$ cat config.mk
export PLATFORM = sky130hd
export DESIGN_NAME = input_ctrl
export DESIGN_NICKNAME = d
export VERILOG_FILES = /design/src/rtl/input_ctrl_pkg.sv /design/src/rtl/input_ctrl_btn_debounce.sv /design/src/rtl/input_ctrl.sv
export SDC_FILE = /design/constraint.sdc
export NUM_CORES = 1
export LEC_CHECK = 0
export BUFFER_PORTS_ARGS = -buffer_cell sky130_fd_sc_hd__buf_2
export CORE_AREA = 2 2 61 105
export DETAILED_ROUTE_END_ITERATION = 16
export DIE_AREA = 0 0 63 107
export GPL_TIMING_DRIVEN = 0
export SLEW_MARGIN = 20
export SYNTH_ARGS = -nofsm -noshare
export SYNTH_HDL_FRONTEND = slang
export SYNTH_SLANG_ARGS = --single-unit
$ cat constraint.sdc
create_clock -name clk -period 2.8 [get_ports clk]
set_input_delay 0.56 -clock clk [delete_from_list [all_inputs] [get_ports clk]]
set_output_delay 0.56 -clock clk [all_outputs]
set_load 0.05 [all_outputs]
$ cat src/rtl/input_ctrl_pkg.sv
// Shared types and constants for the push-button input conditioning block.
package input_ctrl_pkg;

   typedef logic [1:0] dir_t;

   localparam dir_t DIR_UP    = 2'd0;
   localparam dir_t DIR_RIGHT = 2'd1;
   localparam dir_t DIR_DOWN  = 2'd2;
   localparam dir_t DIR_LEFT  = 2'd3;

   localparam int BTN_UP      = 0;
   localparam int BTN_RIGHT   = 1;
   localparam int BTN_DOWN    = 2;
   localparam int BTN_LEFT    = 3;
   localparam int BTN_RESTART = 4;

   localparam int DEFAULT_DEBOUNCE_SAMPLES = 3;
   localparam int DEFAULT_QUEUE_DEPTH      = 2;

   // Opposite direction differs only in the upper encoding bit.
   function automatic dir_t dir_reverse(input dir_t d);
      return d ^ 2'b10;
   endfunction

endpackage

$ cat src/rtl/input_ctrl_btn_debounce.sv
// One button: two-flop synchroniser followed by a vsync-sampled debounce counter.
module input_ctrl_btn_debounce
   import input_ctrl_pkg::*;
#(
   parameter int SAMPLES = DEFAULT_DEBOUNCE_SAMPLES
) (
   input  logic clk,
   input  logic rst_n,
   input  logic i_raw,
   input  logic i_sample,
   output logic o_level
);

   localparam int CW = $clog2(SAMPLES + 1);

   logic          sync1_q;
   logic          sync2_q;
   logic [CW-1:0] cnt_q;
   logic [CW-1:0] cnt_d;
   logic          state_q;
   logic          state_d;

   always_comb begin
      cnt_d   = cnt_q;
      state_d = state_q;
      if (i_sample) begin
         if (sync2_q != state_q) begin
            if (cnt_q == CW'(SAMPLES - 1)) begin
               state_d = ~state_q;
               cnt_d   = {CW{1'b0}};
            end else begin
               cnt_d = cnt_q + CW'(1);
            end
         end else begin
            cnt_d = {CW{1'b0}};
         end
      end else begin
         cnt_d = cnt_q;
      end
   end

   always_ff @(posedge clk) begin
      if (!rst_n) begin
         sync1_q <= 1'b0;
         sync2_q <= 1'b0;
         cnt_q   <= {CW{1'b0}};
         state_q <= 1'b0;
      end else begin
         sync1_q <= i_raw;
         sync2_q <= sync1_q;
         cnt_q   <= cnt_d;
         state_q <= state_d;
      end
   end

   assign o_level = state_q;

endmodule

$ cat src/rtl/input_ctrl.sv
// Debounces the five game buttons and turns direction presses into a short
// queue of legal turns that the movement logic consumes one per game tick.
module input_ctrl
   import input_ctrl_pkg::*;
#(
   parameter int DEBOUNCE_SAMPLES = DEFAULT_DEBOUNCE_SAMPLES,
   parameter int QUEUE_DEPTH      = DEFAULT_QUEUE_DEPTH
) (
   input  logic       clk,
   input  logic       rst_n,
   input  logic [4:0] i_btn,
   input  logic       i_vsync,
   input  logic       i_tick,
   output logic       o_up,
   output logic       o_down,
   output logic       o_restart,
   output dir_t       o_dir,
   output logic       o_dir_changed
);

   localparam int CW = $clog2(QUEUE_DEPTH + 1);

   logic [4:0]                 deb;
   logic [3:0]                 rise;
   logic [3:0]                 deb_prev_q;
   logic                       press_valid_q;
   logic                       press_valid_d;
   dir_t                       press_dir_q;
   dir_t                       press_dir_d;
   dir_t [QUEUE_DEPTH-1:0]     queue_q;
   dir_t [QUEUE_DEPTH-1:0]     queue_d;
   dir_t [QUEUE_DEPTH-1:0]     shifted;
   logic [CW-1:0]              count_q;
   logic [CW-1:0]              count_d;
   logic [CW-1:0]              count_pop;
   dir_t                       dir_q;
   dir_t                       dir_d;
   logic                       changed_q;
   logic                       changed_d;
   dir_t                       ref_dir;
   logic                       pop;
   logic                       push;
   logic                       legal;

   for (genvar g = 0; g < 5; g++) begin : g_btn
      input_ctrl_btn_debounce #(.SAMPLES(DEBOUNCE_SAMPLES)) u_deb (
         .clk      (clk),
         .rst_n    (rst_n),
         .i_raw    (i_btn[g]),
         .i_sample (i_vsync),
         .o_level  (deb[g])
      );
   end

   // Simultaneous presses collapse to one, up having the highest priority.
   always_comb begin
      rise          = deb[3:0] & ~deb_prev_q;
      press_valid_d = 1'b1;
      press_dir_d   = DIR_UP;
      if (rise[BTN_UP]) begin
         press_dir_d = DIR_UP;
      end else if (rise[BTN_RIGHT]) begin
         press_dir_d = DIR_RIGHT;
      end else if (rise[BTN_DOWN]) begin
         press_dir_d = DIR_DOWN;
      end else if (rise[BTN_LEFT]) begin
         press_dir_d = DIR_LEFT;
      end else begin
         press_valid_d = 1'b0;
      end
   end

   // A turn is judged against the last queued direction, else the current one.
   always_comb begin
      pop     = i_tick && (count_q != {CW{1'b0}});
      ref_dir = dir_q;
      for (int i = 0; i < QUEUE_DEPTH; i++) begin
         ref_dir = (count_q == CW'(i + 1)) ? queue_q[i] : ref_dir;
      end
      legal     = press_valid_q && (press_dir_q != ref_dir) &&
                  (press_dir_q != dir_reverse(ref_dir));
      push      = legal && ((count_q != CW'(QUEUE_DEPTH)) || pop);
      count_pop = pop ? (count_q - CW'(1)) : count_q;
      shifted   = pop ? (queue_q >> 2'd2) : queue_q;

      if (deb[BTN_RESTART]) begin
         queue_d   = {QUEUE_DEPTH{DIR_UP}};
         count_d   = {CW{1'b0}};
         dir_d     = DIR_RIGHT;
         changed_d = 1'b0;
      end else begin
         for (int i = 0; i < QUEUE_DEPTH; i++) begin
            queue_d[i] = (push && (count_pop == CW'(i))) ? press_dir_q : shifted[i];
         end
         count_d   = push ? (count_pop + CW'(1)) : count_pop;
         dir_d     = pop ? queue_q[0] : dir_q;
         changed_d = pop;
      end
   end

   always_ff @(posedge clk) begin
      if (!rst_n) begin
         deb_prev_q    <= 4'b0000;
         press_valid_q <= 1'b0;
         press_dir_q   <= DIR_UP;
         queue_q       <= {QUEUE_DEPTH{DIR_UP}};
         count_q       <= {CW{1'b0}};
         dir_q         <= DIR_RIGHT;
         changed_q     <= 1'b0;
      end else begin
         deb_prev_q    <= deb[3:0];
         press_valid_q <= press_valid_d;
         press_dir_q   <= press_dir_d;
         queue_q       <= queue_d;
         count_q       <= count_d;
         dir_q         <= dir_d;
         changed_q     <= changed_d;
      end
   end

   assign o_up          = deb[BTN_UP];
   assign o_down        = deb[BTN_DOWN];
   assign o_restart     = deb[BTN_RESTART];
   assign o_dir         = dir_q;
   assign o_dir_changed = changed_q;

endmodule

==> results.sh <==
export IMPL_slew_viol_final=0
export IMPL_rsz0062_at_grt="no"
export IMPL_hold_violations=0
export IMPL_drt_iter0_drc=42
export IMPL_grt_usage_pct=10.4
export IMPL_clk_latency_ns=0.29
export IMPL_synth_distinct_cells=33
export IMPL_path_max_fanout=7
export IMPL_fp_coreArea_um2=5880
export IMPL_synth_common_cells="41 x dfxtp_1, 18 x nor2_1, 14 x and2_1, 14 x nand2b_1, 13 x nand2_1"
export IMPL_cts_buffers=5
export IMPL_cts_sinks=41
export IMPL_grt_max_degree=13
export IMPL_syn_area_per_cell_um2=9.47
export IMPL_swShare_pct=25.7
export IMPL_area_growth_pct=14.1
export IMPL_rows=37
export IMPL_clock_fmax_mhz=474
export IMPL_maxCapViolations=0
export IMPL_fin_skew_ns=0.00184
export IMPL_period_share_pct=75.4
export IMPL_fin_nets=222
export IMPL_start_util_pct=30.1
export IMPL_synthTopCellsByArea="dfxtp_1 46%, mux2i_1 5.7%, and2_1 4.9%, nand2b_1 4.9%, a21boi_1 3.8%"
export IMPL_synth_area_um2=1770
export IMPL_hp_class="reg -> reg"
export IMPL_wl_um=3180
export IMPL_syn_nets=201
export IMPL_grt_pass1_vias=1215
export IMPL_htree_levels=2
export IMPL_clockRootBuffer="clkbuf_8"
export IMPL_synth_main_ff_cell="dfxtp_1"
export IMPL_yosysSeqAreaShare_pct=46.4
export IMPL_async_flop_share_pct=0
export IMPL_antenna_cells=0
export IMPL_end_kind="register"
export IMPL_wl_per_cell_um=11.1
export IMPL_power_switching_uw=287
export IMPL_postCtsSetupBuffers=0
export IMPL_dieArea_um2=6740
export IMPL_ant_nets=0
export IMPL_power_leakage_uw=0.000776
export IMPL_n_fill_cell=617
export IMPL_comb_power_share_pct=12.3
export IMPL_synth_edf_count=0
export IMPL_powerDensity_nw_per_um2=553
export IMPL_intPower_uw=830
export IMPL_synthCells=187
export IMPL_critPathKind="reg -> reg"
export IMPL_path_clk_slew_ns=0.07
export IMPL_worst_slew_pin_slew_ns=0.420
export IMPL_fin_cells=287
export IMPL_grt_pass1_wl_um=5340
export IMPL_overflow=0
export IMPL_num_vias=1280
export IMPL_place_gp_congestion=0.779
export IMPL_synth_top_area_cell="dfxtp_1"
export IMPL_drc_errors=0
export IMPL_tritoncts="built"
export IMPL_die_h_um=107
export IMPL_portBuffers=14
export IMPL_num_io_pins=15
export IMPL_worstPathArrival_ns=2.29
export IMPL_fin_crit_ns=2.11
export IMPL_worst_setup_path_start_kind="register"
export IMPL_ys_warn_count=0
export IMPL_post_place_cells=279
export IMPL_cp_required_ns=2.98
export IMPL_ys_ff_latch=41
export IMPL_cts_buffer_depth=2
export IMPL_yosysMostFrequentCell="dfxtp_1"
export IMPL_maxSlewHeadroom_pct=72.0
export IMPL_run_status="finished clean"
export IMPL_drive_above_1_share_pct=12.4
export IMPL_hpwl_um=2290
export IMPL_final_setup_tns_ns=0
export IMPL_yosysTopAreaCellShare_pct=46.4
export IMPL_vdd_drop_max_mv=0.335
export IMPL_die_x_um=63
export IMPL_via_per_inst=4.46
export IMPL_power_frac_seq_pct=54.7
export IMPL_first_pass_iters=4
export IMPL_antenna_found_initial=0
export IMPL_ctsHoldBuffers=0
export IMPL_setup_viol=0
export IMPL_cts_resized=0
export IMPL_pwr_share_clk_pct=32.9
-- cell families after synthesis --
kind of cell,Yosys count,share of synthesized area (%)
buffers and inverters,14,3.04
flip-flops,41,46.4
AND/OR/NAND/NOR,89,28.3
multiplexers,10,5.65
AO/OA/AOI/OAI,20,9.19
adder cells (fa/ha/maj),5,3.53
XOR/XNOR,8,3.96
-- final timing paths --
path,cells past startpoint,to,slack (ns),from
setup / recovery,9,queue_q[2],0.69,count_q[0]
setup reg to reg,9,queue_q[2],0.69,count_q[0]
hold reg to reg,1,g_btn[3].u_deb.sync2_q,0.44,g_btn[3].u_deb.sync1_q
hold / removal,1,g_btn[3].u_deb.sync2_q,0.44,g_btn[3].u_deb.sync1_q
-- layout make-up --
type                       count  area, um^2  area share, %
tap                           78        97.6           4.83
clock inverter                 2        10.0          0.495
buffer                         7        27.5           1.36
clock buffer                   6        72.6           3.59
sequential                    41         821           40.6
timing repair buffer          14        70.1           3.47
inverter                       7        26.3           1.30
multi-input combinational    132         896           44.3
-- stage by stage --
stage	utilization [%]	setup slack (ns)	hold WS (ns)	total power (uW)	cell area [um^2]
global placement	33.0	0.609	0.417	762	1940
detailed placement	33.0	0.585	0.420	765	1940
finish	34.4	0.690	0.436	1120	2020
global route	34.4	0.522	0.454	1180	2020
floorplan	-	0.870	0.412	727	1770
CTS	34.4	0.672	0.439	1140	2020
-- critical path, stage by stage (launching register included) --
cell and delay [ns]:
dfxtp_1 0.34, inv_1 0.08, ha_1 0.21, nor2b_1 0.10, buf_2 0.19, xnor2_1 0.20
ha_1 0.25, inv_1 0.05, o311a_1 0.37, a22o_1 0.23
-- per-layer routing --
layer | vias up | track usage (%) | part of all wire (%) | routed length, um
met3 | 5 | 2.62 | 2.8 | 89
met2 | 17 | 19.7 | 54 | 1700
met1 | 604 | 9.86 | 42 | 1330
met4 | 0 | 5.71 | 1.6 | 50
met5 | - | 0 | 0 | 0
li1 | 654 | - | - | -
-- cell usage in the layout, fill, tap and decap left out, types with 2 or more instances in the layout --
cell      netlist  layout
a21boi_1        9       9
a22o_1          2       2
and2_1         14      14
and3_1          2       2
buf_2           1      15
clkbuf_1        6       7
clkbuf_8        0       5
clkinv_2        0       2
dfxtp_1        41      41
ha_1            5       5
inv_1           7       7
mux2i_1        10      10
nand2_1        13      13
nand2b_1       14      14
nand3_1         5       5
nand3b_1        4       4
nand4b_1        2       2
nor2_1         18      18
nor2b_1        10      10
o21ai_0         2       2
or3_1           2       2
xnor2_1         5       5
xor2_1          3       3
-- sequential cells by signal (all words and copies together) (netlist names), 2 cells and up --
name	flops
g_btn.u_deb.sync1_q	5
g_btn.u_deb.sync2_q	5
count_q	2
deb_prev_q	4
g_btn.u_deb.cnt_q	10
o_dir	2
queue_q	4
g_btn.u_deb.o_level	5
press_dir_q	2
-- power by group through the flow --
stage          registers, uW  logic [uW]  clock network [uW]
5_1_grt                  614         155                 415
4_1_cts                  611         141                 388
3_5_place_dp             625         140                   0
2_1_floorplan            633        94.7                   0
6_report                 611         138                 368
3_3_place_gp             624         138                   0
Power figures use the tool's default switching activity.
